===== src/rtl/alu_pkg.sv =====
// Shared opcode and width definitions for the alu execute unit.
package alu_pkg;

   localparam int DATA_W = 8;
   localparam int RES_W  = 16;

   typedef enum logic [3:0] {
      OP_ADD     = 4'd0,
      OP_SUB     = 4'd1,
      OP_MUL     = 4'd2,
      OP_AND     = 4'd3,
      OP_OR      = 4'd4,
      OP_NOT     = 4'd5,
      OP_XOR     = 4'd6,
      OP_XNOR    = 4'd7,
      OP_LSHIFT  = 4'd8,
      OP_RSHIFT  = 4'd9,
      OP_L_AND   = 4'd10,
      OP_L_OR    = 4'd11,
      OP_L_NOT   = 4'd12,
      OP_EQUAL   = 4'd13,
      OP_GREATER = 4'd14,
      OP_LESSER  = 4'd15
   } op_e;

   function automatic logic [RES_W-1:0] bool_res(input logic bit_val);
      return {{(RES_W-1){1'b0}}, bit_val};
   endfunction

endpackage


===== src/rtl/alu_if.sv =====
// Operand/result bundle for the alu; zero/carry exist only when ALU_FLAGS_EN is defined.
interface alu_if;
   import alu_pkg::*;

   logic [DATA_W-1:0] a;
   logic [DATA_W-1:0] b;
   logic [3:0]        sel;
   logic              in_valid;
   logic [RES_W-1:0]  y;
   logic              out_valid;
`ifdef ALU_FLAGS_EN
   logic              zero;
   logic              carry;

   modport master (output a, b, sel, in_valid, input y, out_valid, zero, carry);
   modport slave  (input a, b, sel, in_valid, output y, out_valid, zero, carry);
`else
   modport master (output a, b, sel, in_valid, input y, out_valid);
   modport slave  (input a, b, sel, in_valid, output y, out_valid);
`endif

endinterface


===== src/rtl/alu_core.sv =====
// Combinational datapath of the alu: 16 operations on zero-extended unsigned operands.
module alu_core
   import alu_pkg::*;
(
   input  logic [DATA_W-1:0] a,
   input  logic [DATA_W-1:0] b,
   input  logic [3:0]        sel,
   output logic [RES_W-1:0]  res,
   output logic              carry
);

   logic [RES_W-1:0] a_ext;
   logic [RES_W-1:0] b_ext;
   op_e              op;

   assign a_ext = {{(RES_W-DATA_W){1'b0}}, a};
   assign b_ext = {{(RES_W-DATA_W){1'b0}}, b};
   assign op    = op_e'(sel);

   always_comb begin
      res   = '0;
      carry = 1'b0;
      case (op)
         OP_ADD: begin
            res   = a_ext + b_ext;
            carry = res[DATA_W];
         end
         OP_SUB: begin
            res   = a_ext - b_ext;
            carry = (a < b);
         end
         OP_MUL:     res = a_ext * b_ext;
         OP_AND:     res = a_ext & b_ext;
         OP_OR:      res = a_ext | b_ext;
         OP_NOT:     res = {{(RES_W-DATA_W){1'b0}}, ~a};
         OP_XOR:     res = a_ext ^ b_ext;
         OP_XNOR:    res = {{(RES_W-DATA_W){1'b0}}, ~(a ^ b)};
         // Shift counts past the word width naturally produce zero.
         OP_LSHIFT:  res = a_ext << b;
         OP_RSHIFT:  res = a_ext >> b;
         OP_L_AND:   res = bool_res((a != '0) && (b != '0));
         OP_L_OR:    res = bool_res((a != '0) || (b != '0));
         OP_L_NOT:   res = bool_res(a == '0);
         OP_EQUAL:   res = bool_res(a == b);
         OP_GREATER: res = bool_res(a > b);
         OP_LESSER:  res = bool_res(a < b);
         default: begin
            res   = '0;
            carry = 1'b0;
         end
      endcase
   end

endmodule


===== src/rtl/alu.sv =====
// General-purpose execute unit: registered alu_core result with one-cycle valid.
// Define ALU_FLAGS_EN to add the registered zero and carry flags.
module alu
   import alu_pkg::*;
(
   input  logic clk,
   input  logic rst,
   alu_if.slave bus
);

   logic [RES_W-1:0] res;
   logic [RES_W-1:0] y_q;
   logic             out_valid_q;

`ifdef ALU_FLAGS_EN
   logic             carry_raw;
   logic             zero_q;
   logic             carry_q;
`else
   logic             carry_unused;
`endif

   alu_core u_core (
      .a     (bus.a),
      .b     (bus.b),
      .sel   (bus.sel),
      .res   (res),
`ifdef ALU_FLAGS_EN
      .carry (carry_raw)
`else
      .carry (carry_unused)
`endif
   );

   always_ff @(posedge clk) begin
      if (rst) begin
         y_q         <= '0;
         out_valid_q <= 1'b0;
      end else if (bus.in_valid) begin
         y_q         <= res;
         out_valid_q <= 1'b1;
      end else begin
         out_valid_q <= 1'b0;
      end
   end

`ifdef ALU_FLAGS_EN
   always_ff @(posedge clk) begin
      if (rst) begin
         zero_q  <= 1'b0;
         carry_q <= 1'b0;
      end else if (bus.in_valid) begin
         zero_q  <= (res == '0);
         carry_q <= carry_raw;
      end
   end

   assign bus.zero  = zero_q;
   assign bus.carry = carry_q;
`endif

   assign bus.y         = y_q;
   assign bus.out_valid = out_valid_q;

endmodule


===== src/flat_wrapper.sv =====
// flat-port wrapper written by rule: the top's interface ports become plain ports
module alu_flat import alu_pkg::*;
  (clk, rst, bus_a, bus_b, bus_sel, bus_in_valid, bus_y, bus_out_valid);
  alu_if bus_i ();
  input  logic clk;
  input  logic rst;
  input wire logic [$bits(bus_i.a)-1:0] bus_a;
  input wire logic [$bits(bus_i.b)-1:0] bus_b;
  input wire logic [$bits(bus_i.sel)-1:0] bus_sel;
  input wire logic [$bits(bus_i.in_valid)-1:0] bus_in_valid;
  output wire logic [$bits(bus_i.y)-1:0] bus_y;
  output wire logic [$bits(bus_i.out_valid)-1:0] bus_out_valid;
  assign bus_i.a = bus_a;
  assign bus_i.b = bus_b;
  assign bus_i.sel = bus_sel;
  assign bus_i.in_valid = bus_in_valid;
  assign bus_y = bus_i.y;
  assign bus_out_valid = bus_i.out_valid;
  alu u_core (.clk(clk), .rst(rst), .bus(bus_i));
endmodule

===== config.mk =====
export PLATFORM = sky130hd
export DESIGN_NAME = alu_flat
export DESIGN_NICKNAME = d
export VERILOG_FILES = /design/src/rtl/alu_pkg.sv /design/src/rtl/alu_if.sv /design/src/rtl/alu_core.sv /design/src/rtl/alu.sv /design/src/flat_wrapper.sv
export SDC_FILE = /design/constraint.sdc
export NUM_CORES = 1
export LEC_CHECK = 0
export BUFFER_PORTS_ARGS = -buffer_cell sky130_fd_sc_hd__buf_2
export CAP_MARGIN = 15
export CORE_AREA = 3 3 99 101
export CTS_CLUSTER_DIAMETER = 30
export DETAILED_ROUTE_END_ITERATION = 6
export DIE_AREA = 0 0 102 104
export PLACE_DENSITY = 0.8
export RECOVER_POWER = 100
export SLEW_MARGIN = 20
export SYNTH_ARGS = -nofsm -noshare
export SYNTH_HDL_FRONTEND = slang
export SYNTH_SLANG_ARGS = --single-unit

===== constraint.sdc =====
create_clock -name clk -period 5.2 [get_ports clk]
set_clock_uncertainty 0.15 [all_clocks]
set_input_delay 0 -clock clk [delete_from_list [all_inputs] [get_ports clk]]
set_output_delay 0 -clock clk [all_outputs]
set_load 0.01 [all_outputs]

==> results.txt, run 1 <==
----------------------------------------------------
[Run status]
  Violated checks ... max-capacitance violations, max-slew violations
  Status ... complete, but fails checks

[Power]
  IR drop worst, VDD ... 0.249 mV
  Power density over cell area ... 226 nW/um2
  Static power due to leakage ... 2.41 nW

[Worst setup path]
  Peak fanout along the critical path ... 16
  Data arrival time at the worst-slack endpoint ... 4650 ps
  Start-to-end type of the worst setup path ... input pin to register
  Startpoint of the worst-slack reg-to-reg timing path ... u_core.bus.y[14]$_SDFFE_PP0P_
  Sort of element at the end of the critical path ... register
  Startpoint Class ... input pin
  Data required, critical path ... 5250 ps
  Worst reg2reg path depth ... 5
  Reg2reg setup slack ... 3740 ps
  R2r endpoint ... u_core.bus.y[14]$_SDFFE_PP0P_

[Global routing]
  Maximum number of pins on one net before global-route repair ... 31
  Busiest grt layer ... met2
  Vias in the first global route ... 5,065
  Global route overflow ... 0
  Met3 Resource Use GR ... 0.0382
  First-pass GRT wire length ... 26.5 mm
  Met1 demand-to-capacity share in global routing ... 0.433
  Initial antenna violation count ... 0
  Total routing resource utilization after global routing ... 0.314
  Global routing met2 resource utilization ... 0.510

[Floorplan]
  Initial cell density of the core ... 0.561
  Chip height ... 104 um
  I/O pin count ... 40
  Area of the die ... 10,600 um2
  Die W ... 102 um
  Placeable Area ... 9110 um2
  Row Count ... 35

[Timing]
  Setup violation total in the final timing report ... 0
  Final number of max-transition violations ... 4
  Hold Worst Slack ... 63.6 ps
  Hold violation total from the final report ... 0
  Worst-Margin Slew ... 1610 ps
  Relative slew slack ... -0.103
  Fin crit share ... 0.886
  Sum of negative setup slack ... 0 ps
  Fin crit period ... 4610 ps
  Maximum achievable frequency ... 0.217 GHz
  RSZ-0062 raised after global routing ... no

[Drt]
  Wire length reported by the detailed router ... 16.5 mm
  Detailed-routing iteration count for the pre-antenna-repair pass ... 5
  Drt wl/cell ... 20.7 um
  Post-route ant nets ... 0
  Initial DRC count ... 468
  Number of DRC violations after detailed routing ... 0
  Avg Vias per Cell ... 6.57
  Overall via count from detail_route ... 5,226

[Hold path]
  Number of cells traversed by the worst hold path ... 3
  Worst min-delay path class ... input pin to register
  Worst hold endpoint ... u_core.bus.y[7]$_SDFFE_PP0P_
  Hold path startpoint ... bus_in_valid

[Placed design]
  Final estimated routing congestion in global placement ... 1.02
  Number of port buffers ... 39
  Detailed placer's ending HPWL ... 13.2 mm

[CTS]
  Clk_lat worst skew ... 250 ps
  CTS tree ... done
  Cells resized by post-CTS repair ... 0
  Number of sinks driven by the clock tree ... 17
  CTS Root Cell ... clkbuf_8
  Clock slew at the register clock pins of the worst setup and hold paths ... 80 ps
  Number of buffers on the longest clock path ... 2
  CTS HTree Levels ... 1
  Total CTS buffers ... 3

[Yosys]
  Most used standard cell by instance count after synthesis ... nor2_1
  Fraction of synthesis flops using an asynchronous set or reset pin ... 0
  Leading cell types by total area after synthesis ... fa_1, ha_1, dfxtp_1
  Yosys warns ... 0
  Count of flip-flops with a built-in enable after synthesis ... 0
  Proportion of netlist area held by the largest area contributor ... 0.149
  Prevailing post-synth register cell ... dfxtp_1
  Cell taking the most area after synthesis ... fa_1
  Per-instance average area after synthesis ... 7.54 um2
  Sequential cell area fraction in the yosys report ... 0.0666
  Register bit total from synthesis ... 17
  Netlist cell types ... 72
  Number of standard cells after synthesis ... 677
  Mapped Area ... 5110 um2
  Most common library cells after synthesis ... nor2_1, inv_1, ha_1
  Net count after synthesis ... 798

[Final layout]
  Filler Cell Count ... 867
  Area Growth Syn to Fin ... 4.24%
  Share of cells above drive strength 1 ... 0.0730
  Ant. Diodes ... 0
  Area taken by flip-flops and latches ... 340 um2
  Area of the multi-input gates ... 4270 um2
  Total number of nets in the final design ... 807
  Layout Utilization ... 0.584

[Job]
  Total of max-cap violations ... 1

----------------------------------------------------
[final cells by class]
cell class                      instances  area share
Inverter                               79      0.0557
Tap cell                              111      0.0261
Timing Repair Buffer                   46      0.0428
Clock buffer                            3     0.00776
Multi-Input combinational cell        539       0.803
Clock inverter                          1    0.000940
Sequential cell                        17      0.0639
[worst max-delay path by stage]
| stage | startpoint | to | depth (start not counted) |
|---|---|---|---|
| after CTS | bus_b[3] | u_core.bus.y[8]$_SDFFE_PP0P_ | 16 |
| after floorplan | bus_b[2] | u_core.bus.y[13]$_SDFFE_PP0P_ | 17 |
| after global routing | bus_b[3] | u_core.bus.y[13]$_SDFFE_PP0P_ | 16 |
| after global placement | bus_a[1] | u_core.bus.y[13]$_SDFFE_PP0P_ | 15 |
| final | bus_b[3] | u_core.bus.y[13]$_SDFFE_PP0P_ | 16 |
| after detailed placement | bus_b[3] | u_core.bus.y[8]$_SDFFE_PP0P_ | 16 |
[cells by family after synthesis]
logic type,share of synthesized area
AOI/OAI and AO/OA,0.222
xor gates and xnor gates,0.0240
adders and majority gates,0.298
buffers and inverters,0.0953
DFF,0.0666
muxes,0.0615
and+or+nand+nor,0.232
[metrics by stage]
step	total power (W)	worst slack, ps	instances	cell area [um2]
after floorplan	0.000847	695	677	5110
after global placement	0.00105	611	791	5300
after detailed placement	0.00108	434	791	5300
after CTS	0.00119	695	796	5350
after global routing	0.00132	344	796	5320
final	0.00121	591	796	5320
[power breakdown]
group	switching [W]	internal [W]
registers	0.00000412	0.000138
clock network	0.0000501	0.0000533
logic	0.000593	0.000366
total	0.000647	0.000558
[flip-flops by register name (all words and copies together) (netlist names)]
name,cells
u_core.bus.out_valid,1
u_core.bus.y,16
[cells in the final DEF (no fill, tap or decap), types with 6 or more instances in the layout]
master and n:
a31oi_1 6, a22oi_1 6, a21oi_1 26, dfxtp_1 17, nor2b_1 15, a211oi_1 14
nor2_1 87, a22o_1 7, o211ai_1 6, buf_2 21, nor3_1 10, mux2i_1 19
nand3_1 15, o21ai_0 38, clkbuf_1 18, a21o_1 10, ha_1 60, inv_1 76
buf_4 6, nand2b_1 9, xnor2_1 11, fa_1 38, nor4_1 7, nand2_1 54
[routing by layer]
metal / up-vias / part of all wire
met5: - / 0
met4: 0 / 0.040
met3: 51 / 0.094
met2: 287 / 0.47
met1: 2513 / 0.40
li1: 2375 / -
[worst max-delay path, cell delays in order]
cell and delay, ps:
buf_2 210, inv_1 330, nor2_1 110, fa_1 440, fa_1 540, inv_1 50
fa_1 460, fa_1 580, inv_1 50, ha_1 340, o21ai_0 320, o21ai_0 230
a31oi_1 340, nor2b_1 80, or4_1 480, nand4_1 80
[timing repair]
action	4_1_cts	5_1_grt
hold buffers	1	0
hold endpoints to repair	5	0
setup buffers	0	0
endpoints found under the setup margin	0	0
Note: power is estimated with default switching activity, not from simulation.
==> run 2, diff against run 1 <==
clock period = 5 ns   (was 5.2 ns; I/O delays follow)
==> run 2 against run 1 <==
- the run now ends clean
- core utilization up 0.22 points
- flip-flop and latch count unchanged
- sequential power up 4%
- clock power up 6%
- final cell count up 0.38%
- critical endpoint is now u_core.bus.y[8]$_SDFFE_PP0P_
- largest power group unchanged
==> results.txt, run 2 (synthesis gave the netlist of run 1 again) <==
----------------------------------------------------
[Timing]
  Setup violation total in the final timing report ... 0 (unchanged)
  Sum of negative setup slack ... 0 ps (unchanged)
  RSZ-0062 raised after global routing ... no
  Fin crit share ... 0.898
  Final number of max-transition violations ... 0 (-4)
  Worst-Margin Slew ... 1250 ps (-368 ps)
  Final critical-path setup slack ... 508 ps (-82.6 ps)
  Hold violation total from the final report ... 0 (unchanged)
  Fin crit period ... 4490 ps
  Relative slew slack ... 0.148 (+0.252)
  Maximum achievable frequency ... 0.223 GHz

[Drt]
  Drt wl/cell ... 20.6 um (-0.32%)
  Wire length reported by the detailed router ... 16.5 mm (about the same)
  Number of DRC violations after detailed routing ... 0 (unchanged)
  Initial DRC count ... 564 (+21%)
  Post-route ant nets ... 0 (unchanged)
  Overall via count from detail_route ... 5,253 (+0.52%)
  Avg Vias per Cell ... 6.57 (+0.14%)
  Detailed-routing iteration count for the pre-antenna-repair pass ... 6 (+1)

[CTS]
  CTS tree ... done
  Total CTS buffers ... 3 (unchanged)
  CTS HTree Levels ... 1 (unchanged)
  CTS Root Cell ... clkbuf_8
  Clock slew at the register clock pins of the worst setup and hold paths ... 80 ps (about the same)
  Cells resized by post-CTS repair ... 0 (unchanged)
  Number of sinks driven by the clock tree ... 17 (unchanged)
  Clk_lat worst skew ... 260 ps (about the same)
  Number of buffers on the longest clock path ... 2 (unchanged)
  Buffers inserted by post-CTS timing repair ... 0 (unchanged)

[Worst setup path]
  Startpoint of the worst-slack reg-to-reg timing path ... u_core.bus.y[14]$_SDFFE_PP0P_
  Startpoint Class ... input pin
  Sort of element at the end of the critical path ... register
  Data arrival time at the worst-slack endpoint ... 4470 ps (-180 ps)
  Worst reg2reg path depth ... 5 (unchanged)
  Data required, critical path ... 4980 ps (-270 ps)
  Reg2reg setup slack ... 3560 ps (-180 ps)
  Peak fanout along the critical path ... 12 (-4)
  R2r endpoint ... u_core.bus.y[14]$_SDFFE_PP0P_
  Start-to-end type of the worst setup path ... input pin to register

[Final layout]
  Commonest cells after routing, fill and taps aside ... nor2_1, inv_1, ha_1, nand2_1, fa_1
  Ant. Diodes ... 0 (unchanged)
  Total number of nets in the final design ... 810 (+0.37%)
  Number of flip-flops under the largest register name ... 16 (unchanged)
  Layout Cell Area excl Fill ... 5340 um2 (+0.38%)
  Share of cells above drive strength 1 ... 0.0741 (+0.00114)
  Most common library cell in the layout ignoring fill and taps ... nor2_1
  Area Growth Syn to Fin ... 4.63%

[Global routing]
  Maximum number of pins on one net before global-route repair ... 31 (unchanged)
  Total routing resource utilization after global routing ... 0.316 (+0.00268)
  Initial antenna violation count ... 0 (unchanged)
  Vias in the first global route ... 5,174 (+2.2%)
  Global route overflow ... 0 (unchanged)
  First-pass GRT wire length ... 26.8 mm (+0.89%)

[Floorplan]
  Area of the die ... 10,600 um2 (unchanged)
  Die W ... 102 um (unchanged)
  Chip height ... 104 um (unchanged)
  I/O pin count ... 40 (unchanged)
  Row Count ... 35 (unchanged)
  Placeable Area ... 9110 um2 (unchanged)
  Initial cell density of the core ... 0.561 (unchanged)

[Job]
  Total of max-cap violations ... 0 (-1)

[Placed design]
  Detailed placer's ending HPWL ... 13.2 mm (+0.42%)
  Number of port buffers ... 39 (unchanged)
  Final estimated routing congestion in global placement ... 0.988 (-3.5%)
  Pre-CTS WS ... 367 ps (-66.7 ps)
  Placed Area ... 5320 um2 (+0.43%)

[Hold path]
  Worst min-delay path class ... input pin to register
  Worst hold endpoint ... u_core.bus.y[5]$_SDFFE_PP0P_
  Number of cells traversed by the worst hold path ... 3 (unchanged)
  Hold path startpoint ... bus_in_valid

[Run status]
  Status ... complete, no violations

[Power]
  IR drop worst, VDD ... 0.236 mV (-5.0%)
  Power density over cell area ... 233 nW/um2 (+3.1%)
  Static power due to leakage ... 2.41 nW (+0.36%)

----------------------------------------------------
-- run 2: cell count changes in the layout (fill, tap and decap cells not counted), sizes merged --
cell | previous run | this run
clkbuf | 21 | 23
buf | 27 | 28
-- run 2: through the flow --
step	cells	power, W	hold slack, ps	utilization
2_1_floorplan	677	0.000881	72.2	-
3_3_place_gp	794	0.00110	172	0.584
3_5_place_dp	794	0.00112	173	0.584
4_1_cts	799	0.00124	57.9	0.590
5_1_grt	799	0.00139	96.8	0.587
6_report	799	0.00125	58.2	0.587
-- run 2: worst max-delay path by stage --
stage | to | from | slack [ps]
floorplan | u_core.bus.y[13]$_SDFFE_PP0P_ | bus_b[2] | 490
global placement | u_core.bus.y[8]$_SDFFE_PP0P_ | bus_b[2] | 460
detailed placement | u_core.bus.y[8]$_SDFFE_PP0P_ | bus_b[2] | 370
CTS | u_core.bus.y[8]$_SDFFE_PP0P_ | bus_b[2] | 630
global route | u_core.bus.y[8]$_SDFFE_PP0P_ | bus_a[3] | 210
finish | u_core.bus.y[8]$_SDFFE_PP0P_ | bus_a[3] | 510
-- run 2: layout make-up --
type / instances / area [um2]
well taps: 111 / 139
clock inverters: 1 / 5.00
flip-flops and latches: 17 / 340
repair buffers: 49 / 248
multi-input cells: 539 / 4270
clock buffers: 3 / 41.3
inverters: 79 / 297
fillers: 879 / 3760
-- run 2: power breakdown --
part           switching [W]  internal [W]
Sequential        0.00000433      0.000143
Combinational       0.000609      0.000381
Clock              0.0000539     0.0000555
Total               0.000667      0.000579
-- run 2: critical path, cell delays in order --
cell and delay (ps):
clkbuf_1 380, inv_1 270, nor2_1 200, fa_1 440
ha_1 310, ha_1 270, inv_1 50, fa_1 470
inv_1 40, ha_1 250, a211oi_1 580, o21bai_1 180
a211oi_1 260, a21oi_1 100, a2111oi_0 520, o21ai_0 170
-- run 2: repair_timing --
| item | in CTS | in global routing |
|---|---|---|
| hold buffers | 1 | 0 |
| endpoints found under the hold margin | 6 | 0 |
| endpoints found under the setup margin | 0 | 0 |
-- run 2: per-layer routing --
| layer | up-vias | wire [um] | GRT usage |
|---|---|---|---|
| met4 | 0 | 676 | 0.114 |
| met3 | 58 | 1590 | 0.0557 |
| met1 | 2501 | 6510 | 0.421 |
| met2 | 309 | 7690 | 0.510 |
| li1 | 2385 | - | - |
| met5 | - | 0 | 0 |
==> run 3, diff against run 2 <==
CORE_AREA = 3 3 118 86   (was 3 3 99 101)
DIE_AREA = 0 0 121 89   (was 0 0 102 104)
==> run 3 against run 2 <==
- first-iteration DRC count rose by 21%
- critical path depth did not move
- cell area rose by 1.3%
- fmax fell by 3.7%
- clock-buffer cell count did not move
- global-route usage rose by 2.2 points
- worst hold slack improved by 19 ps
- combinational power barely moved
- final cell count rose by 1.9%
- total power rose by 7.9%
- non-clock buffer count rose by 2
- critical path type unchanged
- via count barely moved
==> results.txt, run 3 (synthesis gave the netlist of run 1 again) <==
----------------------------------------------------
[Global routing]
  Vias in the first global route ... 5,103 (-1.4%)
  Global route overflow ... 0 (unchanged)
  First-pass GRT wire length ... 28.0 mm (+4.5%)
  Initial antenna violation count ... 0 (unchanged)
  Total routing resource utilization after global routing ... 0.338 (+0.0217)
  Maximum number of pins on one net before global-route repair ... 31 (unchanged)

[Final layout]
  Ant. Diodes ... 0 (unchanged)
  Filler Cell Count ... 833 (-5.2%)
  Area Growth Syn to Fin ... 6.03%
  Total number of nets in the final design ... 812 (+0.25%)
  Share of cells above drive strength 1 ... 0.0797 (+0.00558)
  Area taken by flip-flops and latches ... 340 um2 (unchanged)
  Number of flip-flops under the largest register name ... 16 (unchanged)
  Commonest cells after routing, fill and taps aside ... nor2_1, inv_1, ha_1, nand2_1
  Most common library cell in the layout ignoring fill and taps ... nor2_1
  Area of the multi-input gates ... 4280 um2 (about the same)

[Timing]
  Relative slew slack ... 0.213 (+0.0645)
  Final critical-path setup slack ... 337 ps (-172 ps)
  Maximum achievable frequency ... 0.214 GHz (-3.7%)
  Final number of max-transition violations ... 0 (unchanged)
  Worst-Margin Slew ... 1150 ps (-94.3 ps)
  Fin crit period ... 4660 ps (+172 ps)
  RSZ-0062 raised after global routing ... no
  Setup violation total in the final timing report ... 0 (unchanged)
  Hold violation total from the final report ... 0 (unchanged)
  Sum of negative setup slack ... 0 ps (unchanged)
  Fin crit share ... 0.933 (+0.0343)

[Floorplan]
  Area of the die ... 10,800 um2 (+1.5%)
  Initial cell density of the core ... 0.565 (+0.00458)
  Chip height ... 89 um (-14%)
  I/O pin count ... 40 (unchanged)
  Placeable Area ... 9030 um2 (-0.81%)
  Die W ... 121 um (+19%)
  Row Count ... 29 (-17%)

[Drt]
  Detailed-routing iteration count for the pre-antenna-repair pass ... 7 (+1)
  Avg Vias per Cell ... 6.46 (-1.8%)
  Uppermost layer routed ... met4
  Initial DRC count ... 680 (+21%)
  Metal3 WL ... 2.57 mm (+62%)
  Drt wl/cell ... 21.8 um (+5.8%)
  Number of DRC violations after detailed routing ... 0 (unchanged)
  Overall via count from detail_route ... 5,257 (+0.076%)
  Routed length on met1 ... 7.46 mm (+14%)
  WL met2 ... 7.19 mm (-6.5%)
  Wire length reported by the detailed router ... 17.8 mm (+7.8%)
  Post-route ant nets ... 0 (unchanged)

[Placed design]
  Final estimated routing congestion in global placement ... 1.12 (+13%)
  Pre-CTS WS ... 77.0 ps (-290 ps)
  Number of port buffers ... 39 (unchanged)
  Detailed placer's ending HPWL ... 14.2 mm (+7.7%)

[Job]
  Total of max-cap violations ... 0 (unchanged)

[CTS]
  CTS tree ... done
  Number of sinks driven by the clock tree ... 17 (unchanged)
  CTS HTree Levels ... 1 (unchanged)
  Clk_lat worst skew ... 260 ps (about the same)
  Number of buffers on the longest clock path ... 2 (unchanged)
  Clock slew at the register clock pins of the worst setup and hold paths ... 60 ps (-20 ps)
  CTS Root Cell ... clkbuf_16
  Buffers inserted by post-CTS timing repair ... 0 (unchanged)
  Total CTS buffers ... 3 (unchanged)

[Worst setup path]
  Data required, critical path ... 4970 ps (about the same)
  Data arrival time at the worst-slack endpoint ... 4640 ps (+170 ps)
  Startpoint Class ... input pin
  Sort of element at the end of the critical path ... register
  Peak fanout along the critical path ... 12 (unchanged)
  Start-to-end type of the worst setup path ... input pin to register

[Hold path]
  Worst min-delay path class ... input pin to register

[Power]
  IR drop worst, VDD ... 0.208 mV (-12%)
  Power density over cell area ... 248 nW/um2 (+6.5%)
  Static power due to leakage ... 2.44 nW (+1.1%)

[Run status]
  Status ... complete, no violations

----------------------------------------------------
==> run 3: cell types whose count changed in the layout (fill, tap and decap cells not counted), sizes merged <==
cell      change
clkbuf        -2
clkinvlp      +1
clkinv        -1
buf           +4
==> run 3: through the flow <==
| step | area (um2) | total power, W | hold slack (ps) | utilization | instances |
|---|---|---|---|---|---|
| 2_1_floorplan | 5110 | 0.000881 | 72.2 | - | 677 |
| 3_3_place_gp | 5350 | 0.00111 | 190 | 0.592 | 809 |
| 3_5_place_dp | 5350 | 0.00114 | 198 | 0.592 | 809 |
| 4_1_cts | 5440 | 0.00132 | 76.3 | 0.602 | 814 |
| 5_1_grt | 5420 | 0.00146 | 98.3 | 0.599 | 814 |
| 6_report | 5420 | 0.00134 | 76.7 | 0.599 | 814 |
==> run 3: metal layers <==
metal	track usage	vias up
met5	0	-
met4	0.0895	0
met3	0.113	50
met2	0.493	347
met1	0.480	2460
li1	-	2400
==> run 3: timing repair <==
| item | 4_1_cts | 5_1_grt |
|---|---|---|
| endpoints found under the hold margin | 4 | 0 |
| endpoints found under the setup margin | 0 | 1 |
| gates resized for setup | 0 | 1 |
| hold buffers | 1 | 0 |
==> run 3: path summary, 6_finish.rpt <==
path	start	endpoint	slack, ps	cells past startpoint
worst max-delay path	bus_a[3]	u_core.bus.y[6]$_SDFFE_PP0P_	340	16
worst min register to register	u_core.bus.y[8]$_SDFFE_PP0P_	u_core.bus.y[8]$_SDFFE_PP0P_	320	2
worst max register to register	u_core.bus.y[14]$_SDFFE_PP0P_	u_core.bus.y[14]$_SDFFE_PP0P_	3560	5
worst min-delay path	bus_in_valid	u_core.bus.y[6]$_SDFFE_PP0P_	80	3
==> run 3: power by group <==
group	switching [W]	leakage, nW	internal [W]	total, W
combinational	0.000643	2.27	0.000379	0.00102
sequential	0.00000436	0.139	0.000144	0.000148
clock	0.0000663	0.0371	0.000108	0.000175
==> run 3: layout make-up <==
cell class,count,share of cell area
Clock buffer,3,0.0139
Clock inverter,1,0.00139
Inverter,79,0.0548
Multi-Input combinational cell,539,0.790
Sequential cell,17,0.0628
Tap cell,124,0.0287
Timing Repair Buffer,51,0.0490
==> run 3: critical path, cell delays in order <==
cell and delay (ps):
buf_2 180, inv_1 290, nor2_1 120, fa_1 480, fa_1 550, inv_1 50, fa_1 470, fa_1 550
inv_1 40, ha_1 330, o21ai_0 210, nor2_1 180, nor3_1 120, a2111oi_0 770, buf_4 220, a211oi_1 60
